[src/rtl/countdown_pkg.sv]
// Shared definitions for the countdown sequencer: state encodings and widths.
package countdown_pkg;

  localparam int STATE_W = 2;

  typedef enum logic [STATE_W-1:0] {
    ST_IDLE   = 2'b00,
    ST_RUN    = 2'b01,
    ST_HOLD   = 2'b10,
    ST_EXPIRE = 2'b11
  } state_t;

endpackage

[src/rtl/down_counter_core.sv]
// Down-counter datapath: synchronous load, decrement-enable that saturates at
// zero, and a terminal-approach flag (count == 1).
module down_counter_core #(
  parameter int WIDTH = 4
) (
  input  logic             CLK,
  input  logic             RESET,
  input  logic             load,
  input  logic [WIDTH-1:0] load_val,
  input  logic             dec,
  output logic [WIDTH-1:0] count,
  output logic             is_one
);

  always_ff @(posedge CLK or negedge RESET) begin
    if (!RESET) begin
      count <= '0;
    end else if (load) begin
      count <= load_val;
    end else if (dec && (count != '0)) begin
      count <= count - 1'b1;
    end
  end

  assign is_one = (count == WIDTH'(1));

endmodule

[src/rtl/countdown_seq_ctrl.sv]
// Countdown sequencer: FSM plus prescaler around down_counter_core.
// Priority each cycle is ABORT > PAUSE > decrement tick > START.
module countdown_seq_ctrl
  import countdown_pkg::*;
#(
  parameter int WIDTH    = 4,
  parameter int PRESCALE = 1
) (
  input  logic               CLK,
  input  logic               RESET,
  input  logic [WIDTH-1:0]   LOAD_VAL,
  input  logic               START,
  input  logic               PAUSE,
  input  logic               ABORT,
  input  logic               RELOAD_EN,
  output logic [WIDTH-1:0]   QOUT,
  output logic               BUSY,
  output logic               DONE,
  output logic [STATE_W-1:0] STATE
);

  localparam int PS_W = (PRESCALE > 1) ? $clog2(PRESCALE) : 1;
  localparam logic [PS_W-1:0] PS_LAST = PS_W'(PRESCALE - 1);

  state_t          state;
  logic [PS_W-1:0] prescaler;
  logic            tick;
  logic            ld_start;
  logic            ld_reload;
  logic            core_load;
  logic [WIDTH-1:0] core_val;
  logic            core_dec;
  logic            is_one;
  logic            load_nonzero;

  assign load_nonzero = (LOAD_VAL != '0);
  assign tick         = (state == ST_RUN) && (prescaler == PS_LAST);

  always_comb begin
    ld_start  = (state == ST_IDLE) && START && !ABORT;
    ld_reload = (state == ST_EXPIRE) && !ABORT && RELOAD_EN && load_nonzero;
    // ABORT loads zero in every state; in IDLE/EXPIRE the count is already zero.
    core_load = ld_start || ld_reload || ABORT;
    core_val  = (ld_start || ld_reload) ? LOAD_VAL : '0;
    core_dec  = tick && !ABORT && !PAUSE;
  end

  down_counter_core #(
    .WIDTH(WIDTH)
  ) u_core (
    .CLK     (CLK),
    .RESET   (RESET),
    .load    (core_load),
    .load_val(core_val),
    .dec     (core_dec),
    .count   (QOUT),
    .is_one  (is_one)
  );

  always_ff @(posedge CLK or negedge RESET) begin
    if (!RESET) begin
      state     <= ST_IDLE;
      prescaler <= '0;
    end else begin
      case (state)
        ST_IDLE: begin
          prescaler <= '0;
          if (ld_start) state <= load_nonzero ? ST_RUN : ST_EXPIRE;
        end
        ST_RUN: begin
          if (ABORT) begin
            state     <= ST_IDLE;
            prescaler <= '0;
          end else if (PAUSE) begin
            state <= ST_HOLD;
          end else if (tick) begin
            prescaler <= '0;
            if (is_one) state <= ST_EXPIRE;
          end else begin
            prescaler <= prescaler + 1'b1;
          end
        end
        ST_HOLD: begin
          // Prescaler stays frozen so the partial period resumes where it left off.
          if (ABORT) begin
            state     <= ST_IDLE;
            prescaler <= '0;
          end else if (!PAUSE) begin
            state <= ST_RUN;
          end
        end
        ST_EXPIRE: begin
          prescaler <= '0;
          state     <= ld_reload ? ST_RUN : ST_IDLE;
        end
        default: begin
          state     <= ST_IDLE;
          prescaler <= '0;
        end
      endcase
    end
  end

  assign BUSY  = (state != ST_IDLE);
  assign DONE  = (state == ST_EXPIRE);
  assign STATE = state;

endmodule
[config.mk]
export PLATFORM = sky130hd
export DESIGN_NAME = countdown_seq_ctrl
export DESIGN_NICKNAME = d
export VERILOG_FILES = /design/src/rtl/countdown_pkg.sv /design/src/rtl/down_counter_core.sv /design/src/rtl/countdown_seq_ctrl.sv
export SDC_FILE = /design/constraint.sdc
export NUM_CORES = 1
export LEC_CHECK = 0
export CORE_AREA = 3 3 40 42
export DETAILED_ROUTE_END_ITERATION = 12
export DIE_AREA = 0 0 43 45
export GPL_ROUTABILITY_DRIVEN = 0
export HOLD_SLACK_MARGIN = 0.12
export PLACE_DENSITY = 0.67
export SKIP_LAST_GASP = 1
export SYNTH_ARGS = -nofsm -noshare
export SYNTH_HDL_FRONTEND = slang
export SYNTH_SLANG_ARGS = --single-unit
[constraint.sdc]
create_clock -name CLK -period 2.11 [get_ports CLK]
set_clock_uncertainty 0.05 [all_clocks]
set_input_delay 0.3165 -clock CLK [delete_from_list [all_inputs] [get_ports CLK]]
set_output_delay 0.3165 -clock CLK [all_outputs]
set_load 0.005 [all_outputs]
; ---- Word level (Yosys, flattened, before mapping)
; Cells that the tools add are included.
[classes]
add_sub_neg = 2
n_reduce_logical = 21
mux = 18
n_eq_ne = 10
n_bitwise = 1
[ops]
columns = cell, count
row1 = $mux W2, 8
row2 = $mux W4, 3
row3 = $logic_and A1 B1 Y1, 9
row4 = $ne A4 B4 Y1 const B, 2
row5 = $pmux W2 S4, 1
row6 = $reduce_bool A4 Y1, 2
row7 = $ne A3 B3 Y1 const B, 2
row8 = $mux W1, 5
row9 = $eq A2 B2 Y1 const B, 2
row10 = $eq A4 B1 Y1 const B, 1
row11 = $ne A2 B2 Y1 const B, 2
row12 = $reduce_and A4 Y1, 1
row13 = $reduce_bool A2 Y1, 2
row14 = $sub A4 B1 Y4 const B, 1
row15 = $pmux W1 S3, 1
row16 = $eq A2 B1 Y1 const B, 1
row17 = $logic_not A1 Y1, 2
row18 = $logic_not A2 Y1, 1
row19 = $logic_or A1 B1 Y1, 2
row20 = $reduce_and A2 Y1, 1
row21 = $reduce_or A2 Y1, 1
row22 = $add A1 B1 Y1 const B, 1
row23 = $not A1 Y1, 1
[word_totals]
elab_cells = 55
regBits = 7
input_bits = 10

; ---- Logic depth before layout (Yosys ltp)
[depth]
word_depth = 7
depth_mapped = 5
mapped_depth_nobuf = 5

; ---- Modules after synthesis
; From an unflattened synthesis, not the netlist that was laid out.
[unflattened]
cells_unflattened = 64
hier_area_um2 = 586.8
[modules_own_cells]
columns = mod, area_per_inst_um2, cells_per_inst, instances, seq_area_each_um2
row1 = countdown_seq_ctrl, 304.0, 35, 1, 75.1
row2 = down_counter_core, 282.8, 29, 1, 100.1

; ---- Least setup slack after synthesis
; No wires, ideal clock.
[synth_path]
kind = register to register
start = register state[1] (netlist: STATE[1])
end = register u_core.count[3]
setup_ns = 0.141
setup_slack_ns = 0.446
t_required_ns = 1.919
n_path_buf = 0
t_arrival_ns = 1.474
path_stages_with_launch = 5
cell_sequence = dfrtp_1 or4b_4 nor4_4 mux2i_1 a211oi_2
[synth_between]
elab_chain_cells = 7
word_cells_on_any_way = 17
classes_between = 2 x eq/ne / 2 x mux / 13 x reduce/logical
[synth_rtl]
columns = element, line
row1 = start: declaration, countdown_seq_ctrl.sv:25  ; state_t state;
row2 = start signal: assignment, countdown_seq_ctrl.sv:68  ; if (ld_start) state <= load_nonzero ? ST_RUN : ST_EXPIRE;
row3 = start signal: assignment, countdown_seq_ctrl.sv:94  ; state <= ld_reload ? ST_RUN : ST_IDLE;
row4 = $eq A2 B2 Y1, countdown_seq_ctrl.sv:41  ; ld_reload = (state == ST_EXPIRE) && !ABORT && RELOAD_EN && load_nonzero;
row5 = $logic_and A1 B1 Y1 (3 in a row), countdown_seq_ctrl.sv:41
row6 = $logic_or A1 B1 Y1, "countdown_seq_ctrl.sv:43, countdown_seq_ctrl.sv:44"
row7 = $mux W4 or $logic_or A1 B1 Y1 (tied branches), "countdown_seq_ctrl.sv:44, countdown_seq_ctrl.sv:43"
row8 = $mux W4 or $reduce_bool A2 Y1 (tied branches), -
row9 = end signal: assignment, down_counter_core.sv:19  ; count <= load_val;
row10 = end signal: assignment, down_counter_core.sv:21  ; count <= count - 1'b1;
row11 = end: declaration, down_counter_core.sv:11  ; output logic [WIDTH-1:0] count,
; Parallel ways exist; a longest one is shown, timed or not.
; A chain may end at the register's enable or synchronous reset.

; ---- Final worst setup path
; Ends and elaborated chain as after synthesis.

==> results_dict.tcl <==
set metrics [dict create \
    wl_per_cell_um 12.19 \
    crit_path_end_kind "register" \
    placementRows 13 \
    antenna_found_initial 0 \
    synth_seq_cells 7 \
    grt_max_degree 10 \
    post_cts_buffers 0 \
    ys_seq_area_share_pct 35.90 \
    postCtsHoldBufs 0 \
    finalPower_mw 0.4489 \
    grt_pass1_vias 376 \
    seq_power_share_pct 37.8 \
    multi_input_area_um2 282.8 \
    htree_levels 1 \
    vias_per_cell 4.879 \
    drtIter0Drc 7 \
    p_int_mw 0.3073 \
    setup_violations 0 \
    synth-edff-count 0 \
    gr-total-overflow 0 \
    cts.repair.resized 0 \
    vias 444 \
    fin_area_um2 730.7 \
    ctsRootBufferMaster "clkbuf_4" \
    cp-start-kind "register" \
    hold_violations 0 \
    hpwl_um 925.8 \
    cts_max_path_buffers 2 \
    ios 18 \
    final_nets 89 \
    postSynthAreaPerCell_um2 9.384 \
    place_area_um2 703.2 \
    power.switching_mw 0.1416 \
    p_clk_share_pct 27.6 \
    worst_pin_slew_ns 0.3732 \
    syn_area_um2 488.0 \
    p_leak_nw 0.3055 \
    die_h_um 45 \
    yosysWarnings 0 \
    clock_latency_ns 0.26 \
    max_freq_mhz 571.0 \
    start_util_pct 37.97 \
    netlist_instances 52 \
    period_minus_slack_ns 1.751 \
    cts_tree "done" \
    worstPathArrival_ns 1.84 \
    critPathKind "register to register" \
    min-delay-path-class "input pin to async pin" \
    die_area_um2 1935 \
    fp.dieW_um 43 \
    cts_sinks 7 \
    crit_required_ns 2.20 \
    power_density_nw_per_um2 614.4 \
    core-area_um2 1285 \
    drcViolationCount 0 \
    max_cap_viol_count 0 \
    synth_cell_types 25 \
    ir_drop_mv 0.3340 \
    n_antenna_cell 0 \
    cp_max_fo 8 \
    grt_pass1_wl_um 1697 \
    io_buffer_count 17 \
    cts-buffers-inserted 3 \
    drt_pass1_iterations 4 \
    drive_gt1_share_pct 18.42 \
    area_delta_synth_final_pct 49.74 \
    fillCellCount 130 \
    max_slew_margin_pct 75.10 \
    power_frac_comb_pct 34.6 \
    drt_wl_total_um 1109 \
    drv_slew 0 \
    rsz0062_at_grt "false" \
    tns_ns 0 \
    ant_nets 0 \
    ff_latch_area_um2 175.2 \
    synth_ff_type "dfrtp_1" \
    syn-num-nets 64 \
    status "completed" \
    synthArstFlopShare_pct 100.0 \
    post-route-period-util_pct 83.00 \
    p_sw_share_pct 31.54 \
    clk_pin_slew_ns 0.06 \
    groute.usage.overall_pct 12.26 \
]
## area by class of cell
cell class / count / share of cell area [%]
repair buffers: 21 / 27.40
flip-flops and latches: 7 / 23.97
well taps: 15 / 2.568
clock inverters: 1 / 0.6849
multi-input cells: 37 / 38.70
clock buffers: 3 / 3.082
inverters: 7 / 3.596
## cells in the mapped netlist, types with 2 or more instances
cell type / number / area (um^2)
ha_1: 2 / 25.02
a21oi_1: 2 / 10.01
a211oi_2: 2 / 25.02
a311oi_1: 2 / 17.52
dfrtp_1: 7 / 175.2
inv_1: 7 / 26.28
nor3_1: 2 / 10.01
mux2i_1: 2 / 20.02
nor2_1: 9 / 33.78
nand3_1: 2 / 10.01
## critical path, stage by stage, from the launching register on
cell,delay (ns)
dfrtp_1,0.45
or4b_4,0.61
nor4_4,0.17
mux2i_1,0.26
a211oi_2,0.09
## routing by layer
metal  global-route usage, %  share of wire [%]  up-vias
li1                        -                  -      231
met4                   7.229                1.7        0
met2                   17.37                 44       11
met5                       0                  0        -
met3                   3.586                4.1        2
met1                   16.54                 50      200
## power groups by stage
stage	logic (mW)	registers, mW	clock network [mW]
floorplan	0.0780	0.170	0
global placement	0.155	0.172	0
detailed placement	0.158	0.172	0
CTS	0.158	0.170	0.129
global route	0.172	0.173	0.134
finish	0.155	0.170	0.124
## path summary, 6_finish.rpt
check	slack, ns	cells past startpoint	endpoint	start
worst min register to register	0.49	2	prescaler$_DFFE_PN0P_	prescaler$_DFFE_PN0P_
worst min-delay path	0.27	1	u_core.count[0]$_DFFE_PN0P_	RESET
max in group asynchronous	1.49	1	STATE[0]$_DFFE_PN0P_	RESET
worst max register to register	0.36	4	u_core.count[3]$_DFFE_PN0P_	STATE[1]$_DFFE_PN0P_
worst max-delay path	0.36	4	u_core.count[3]$_DFFE_PN0P_	STATE[1]$_DFFE_PN0P_
min in group CLK	0.49	2	prescaler$_DFFE_PN0P_	prescaler$_DFFE_PN0P_
## metrics by stage
step / setup WS [ns] / hold WS, ns / std cells / utilization, %
final: 0.3588 / 0.2667 / 91 / 56.86
after detailed placement: 0.07633 / 0.4851 / 87 / 54.72
after floorplan: 0.4458 / -0.02909 / 52 / -
after global routing: 0.2303 / 0.2829 / 91 / 56.86
after global placement: 0.1155 / 0.4667 / 87 / 54.72
after CTS: 0.3392 / 0.2737 / 91 / 56.86
## registers in the layout (all words and copies together) (netlist names)
register and cells:
prescaler 1, STATE 2, u_core.count 4
## kinds of logic (layout without fill, tap and decap cells)
| group | after synthesis | count (layout) | share of synthesized area [%] |
|---|---|---|---|
| and+or+nand+nor | 20 | 20 | 25.13 |
| AOI/OAI and AO/OA | 12 | 12 | 21.79 |
| buffers and inverters | 8 | 32 | 6.154 |
| DFF | 7 | 7 | 35.90 |
| adders and majority gates | 2 | 2 | 5.127 |
| muxes | 2 | 2 | 4.103 |
| xor gates and xnor gates | 1 | 1 | 1.795 |
## cells in the final DEF, fill, tap and decap left out
master            n
clkdlybuf4s50_1  17
nor2_1            9
dfrtp_1           7
inv_1             7
buf_4             4
clkbuf_4          3
nand3_1           2
a211oi_2          2
a311oi_1          2
a21oi_1           2
nor3_1            2
mux2i_1           2
ha_1              2
and2_1            1
nor4_1            1
a2bb2oi_2         1
or4b_4            1
a21oi_2           1
xnor2_1           1
and2b_1           1
a2bb2oi_1         1
nor2b_1           1
nor4_4            1
o21a_1            1
o21ai_1           1
nor3b_1           1
a31o_1            1
clkinv_2          1
Note: power is estimated with default switching activity, not from simulation.
